==> config.mk <==
export PLATFORM = sky130hd
export DESIGN_NAME = hazard_ctrl
export DESIGN_NICKNAME = d
export VERILOG_FILES = /design/src/rtl/hazard_ctrl.sv
export SDC_FILE = /design/constraint.sdc
export NUM_CORES = 1
export LEC_CHECK = 0
export CAP_MARGIN = 20
export CORE_MARGIN = 5
export CORE_UTILIZATION = 39
export CTS_CLUSTER_DIAMETER = 30
export DETAILED_ROUTE_END_ITERATION = 12
export MAX_ROUTING_LAYER = met4
export PLACE_DENSITY = 0.94
export SYNTH_ARGS = -nofsm -noshare
export SYNTH_HDL_FRONTEND = slang
export SYNTH_SLANG_ARGS = --single-unit
export TNS_END_PERCENT = 20
==> constraint.sdc <==
create_clock -name clk -period 3.24 [get_ports clk]
set_clock_uncertainty 0.15 [all_clocks]
set_input_delay 0.648 -clock clk [delete_from_list [all_inputs] [get_ports clk]]
set_output_delay 0.648 -clock clk [all_outputs]
set_load 0.02 [all_outputs]
==> src/rtl/hazard_ctrl.sv <==
// rtl/hazard_ctrl.sv - RV32I ID-stage hazard controller: load-use stall, branch flush, operand forwarding
// Optional performance counters enabled by defining HAZARD_PERF_CNT_EN.
module hazard_ctrl #(
    parameter int REG_W = 5
) (
    input  logic             clk,
    input  logic             rst,
    input  logic [REG_W-1:0] rs1_ID,
    input  logic [REG_W-1:0] rs2_ID,
    input  logic             rs1use_ID,
    input  logic             rs2use_ID,
    input  logic [REG_W-1:0] rd_ID,
    input  logic [1:0]       hazard_optype_ID,
    input  logic             Branch_ID,
    output logic             PC_EN_IF,
    output logic             reg_FD_EN,
    output logic             reg_FD_flush,
    output logic             reg_DE_flush,
    output logic [1:0]       forward_ctrl_A,
    output logic [1:0]       forward_ctrl_B,
    output logic             forward_ctrl_ls,
    output logic [31:0]      stall_cnt,
    output logic [31:0]      flush_cnt
);

    localparam logic [1:0] OP_NONE  = 2'd0;
    localparam logic [1:0] OP_ALU   = 2'd1;
    localparam logic [1:0] OP_LOAD  = 2'd2;
    localparam logic [1:0] OP_STORE = 2'd3;

    logic [1:0]       optype_EX;
    logic [1:0]       optype_MEM;
    logic [REG_W-1:0] rd_EX;
    logic [REG_W-1:0] rs2_EX;
    logic [REG_W-1:0] rd_MEM;
    logic             stall;

    function automatic logic hit(input logic [REG_W-1:0] rs, input logic used,
                                 input logic [REG_W-1:0] rd, input logic [1:0] t);
        return used && (rs != '0) && (rs == rd) && ((t == OP_ALU) || (t == OP_LOAD));
    endfunction

    // EX has priority over MEM so the youngest producer wins.
    function automatic logic [1:0] fwd_sel(input logic [REG_W-1:0] rs, input logic used,
                                           input logic [1:0] opt_ex, input logic [REG_W-1:0] rd_ex,
                                           input logic [1:0] opt_mem, input logic [REG_W-1:0] rd_mem);
        if (hit(rs, used, rd_ex, opt_ex) && (opt_ex == OP_ALU)) begin
            return 2'd1;
        end else if (hit(rs, used, rd_mem, opt_mem) && (opt_mem == OP_ALU)) begin
            return 2'd2;
        end else if (hit(rs, used, rd_mem, opt_mem) && (opt_mem == OP_LOAD)) begin
            return 2'd3;
        end
        return 2'd0;
    endfunction

    // Store data from a load in EX is picked up late in EX, so rs2 of a store never stalls.
    assign stall = !rst && (optype_EX == OP_LOAD) &&
                   (hit(rs1_ID, rs1use_ID, rd_EX, optype_EX) ||
                    (hit(rs2_ID, rs2use_ID, rd_EX, optype_EX) && (hazard_optype_ID != OP_STORE)));

    assign PC_EN_IF     = !stall;
    assign reg_FD_EN    = !stall;
    assign reg_DE_flush = stall;
    assign reg_FD_flush = !rst && Branch_ID && !stall;

    assign forward_ctrl_A  = rst ? 2'd0 :
                             fwd_sel(rs1_ID, rs1use_ID, optype_EX, rd_EX, optype_MEM, rd_MEM);
    assign forward_ctrl_B  = rst ? 2'd0 :
                             fwd_sel(rs2_ID, rs2use_ID, optype_EX, rd_EX, optype_MEM, rd_MEM);
    assign forward_ctrl_ls = !rst && (optype_EX == OP_STORE) && (optype_MEM == OP_LOAD) &&
                             (rs2_EX != '0) && (rs2_EX == rd_MEM);

    always_ff @(posedge clk) begin
        if (rst) begin
            optype_EX  <= OP_NONE;
            rd_EX      <= '0;
            rs2_EX     <= '0;
            optype_MEM <= OP_NONE;
            rd_MEM     <= '0;
        end else begin
            optype_MEM <= optype_EX;
            rd_MEM     <= rd_EX;
            if (stall || reg_DE_flush) begin
                optype_EX <= OP_NONE;
                rd_EX     <= '0;
                rs2_EX    <= '0;
            end else begin
                optype_EX <= hazard_optype_ID;
                rd_EX     <= rd_ID;
                rs2_EX    <= rs2_ID;
            end
        end
    end

`ifdef HAZARD_PERF_CNT_EN
    logic [31:0] stall_q;
    logic [31:0] flush_q;

    always_ff @(posedge clk) begin
        if (rst) begin
            stall_q <= '0;
            flush_q <= '0;
        end else begin
            if (stall) begin
                stall_q <= stall_q + 32'd1;
            end
            if (reg_FD_flush) begin
                flush_q <= flush_q + 32'd1;
            end
        end
    end

    assign stall_cnt = stall_q;
    assign flush_cnt = flush_q;
`else
    assign stall_cnt = '0;
    assign flush_cnt = '0;
`endif

endmodule

==> results.ini <==
[synth]
yosysUniqueCellTypes=34
synth_edf_count=0
postSynthCellCount=188
syn_area_per_cell_um2=8.90
yosys_warnings=0
ys.flop_type=dfxtp_1
synth_seq_area_share_pct=22.7
syn_area_um2=1670
ys_seq_elements=19
synthArstFlopShare_pct=0

[floorplanning]
dieArea_um2=5700
die_x_um=75.5
core_area_um2=4090
rows=23
die_y_um=75.5
io_pins=95
start_util_pct=41.0

[detailed_routing]
drt_pass1_iterations=4
via_count=1282
viasPerCell=4.53
wire_per_inst_um=13.7
route.detailed.drc=0
drtAntennaViolNets=0
first_iter_violations=38
drt_wl_total_um=3860

[cells_and_area]
layout-drive-gt1-share_pct=19.7
layout_commonest_cell=conb_1
final_cell_mix=conb_1 (64), buf_4 (21), dfxtp_1 (19)
nNetsFinal=261
num_antenna_cells=0
layout.cells.non_filler=283
syn_to_final_growth_pct=18.3

[place]
place_inst=279
io_buffers=30
place_congestion=0.936
hpwl_um=3150

[timing]
clock.fmax_mhz=312
period_minus_slack_ns=3.21
setup_tns_ns=0
fin_crit_sh_pct=99.0
rsz0062_at_grt=true
finalSetupViolCount=0
slew_violations=0
hold_viol_final=0

[critical_path]
crit_path_end_kind=output port
crit_top_cell=buf_4
path_cells=dlygate4sd2_1 -> xor2_1 -> or4_4 -> buf_4 -> nor4_4 -> nor4b_2 -> buf_4
cpMaxStageDelayCell=or4_4
arrival_ns=2.41
max_stage_delay_ns=0.56
start_kind=input pin
endpoint=reg_FD_flush
required_ns=2.44
cp_max_fo=4
critPathKind=in2out
r2r_start=optype_EX[0]
r2r_slack_ns=0.79
cp-startpoint=rs2_ID[4]
ff2ff_path_depth=7
rr_endpoint=rs2_EX[2]

[grt]
grt_max_degree=22
antenna_found_initial=0
overflow=0
grt_pass1_wl_um=5670
grt_pass1_vias=1252
grt_use_total_pct=13.6

[clock_tree]
htree_levels=1
clk_latency_ns=0.26
post_cts_buffers=0
cts_hold_buf=0
cts_tree=done
cts.sinks=19
clockBufferDepth=2
clk_pin_slew_ns=0.07
cts_buffers=3
cts_root_buffer=clkbuf_8

[flow_run]
maxCapViolations=0

[power]
power_density_nw_per_um2=314
leakage_nw=0.887
vdd_drop_max_mv=0.220

[worst_hold_path]
min_from=optype_EX[0]
min_path_type=reg2reg

[status]
status=finished clean

-- report_power, final --
part           switching (mW)  leakage, nW  internal (mW)  total [mW]
Combinational           0.126        0.704         0.0689       0.195
Clock                  0.0842       0.0255         0.0858       0.170
Sequential             0.0119        0.158          0.245       0.257
-- routing by layer --
| layer | part of all wire [%] | vias to the layer above | GRT usage, % | wire length, um |
|---|---|---|---|---|
| li1 | - | 597 | - | - |
| met1 | 34 | 585 | 13.8 | 1320 |
| met2 | 52 | 83 | 24.6 | 2020 |
| met3 | 9.4 | 17 | 2.24 | 365 |
| met4 | 4.0 | 0 | 7.18 | 156 |
| met5 | 0 | - | - | 0 |
-- layout make-up --
cell class,instances,area [um2]
clock inverters,1,5.00
fillers,392,2110
repair buffers,47,413
flip-flops and latches,19,380
multi-input cells,155,1050
clock buffers,3,41.3
inverters,8,30.0
well taps,50,62.6
-- repair_timing --
action,CTS,global route
gates resized for setup,43,15
pin swaps,2,7
setup endpoints to repair,8,8
-- cell usage after synthesis (all sizes together) (2+ instances only) --
library cell  number  area share [%]
xor2               6             3.1
inv                8             1.8
dfxtp             19              23
a21oi              2            0.60
o21ai              4             2.1
xnor2             15             7.8
nand2b             2            0.75
nor4b             13             7.9
nor4               6             4.0
nand2              3            0.67
ha                 5             3.7
nor2               5             1.1
nor3               3            0.90
or4                5             2.7
nand3              8             2.4
buf               68              31
nor2b              7             2.6
-- worst min-delay path by stage --
stage,endpoint,slack [ns],cells after the start
floorplan,optype_MEM[1],0.30,2
global placement,optype_MEM[0],0.30,2
detailed placement,optype_MEM[0],0.31,2
CTS,optype_MEM[0],0.32,2
global route,optype_MEM[0],0.34,2
finish,optype_MEM[0],0.33,2
-- worst max-delay path: cells and delay by family --
| kind | cells | cell delay (ns) |
|---|---|---|
| buffers and inverters | 3 | 0.63 |
| AND/OR/NAND/NOR | 3 | 0.96 |
| XOR/XNOR | 1 | 0.17 |
-- through the flow --
step	util [%]	hold slack, ns	area [um2]	setup WS, ns	total power [mW]
floorplan	-	0.304	1910	0.267	0.443
global placement	46.1	0.299	1880	-0.586	0.440
detailed placement	46.1	0.313	1880	-0.649	0.447
CTS	47.1	0.325	1930	-0.0561	0.613
global route	48.5	0.340	1980	-0.0170	0.648
finish	48.5	0.330	1980	0.0333	0.622
-- cell families (layout without fill, tap and decap cells) --
family                   Yosys count  count (layout)  synth area share, %
AND/OR/NAND/NOR                   54              54                 23.8
flip-flops                        19              19                 22.7
AO/OA/AOI/OAI                     11              11                 5.75
buffers and inverters             77              59                 32.7
other                              1              64                0.224
adder cells (fa/ha/maj)            5               5                 3.74
XOR/XNOR                          21              21                 11.0
-- sequential cells by signal, summed over array words and instances (netlist names) --
name / cells
rd_EX: 5
optype_EX: 2
rs2_EX: 5
optype_MEM: 2
rd_MEM: 5
(Power assumes the default switching activity.)
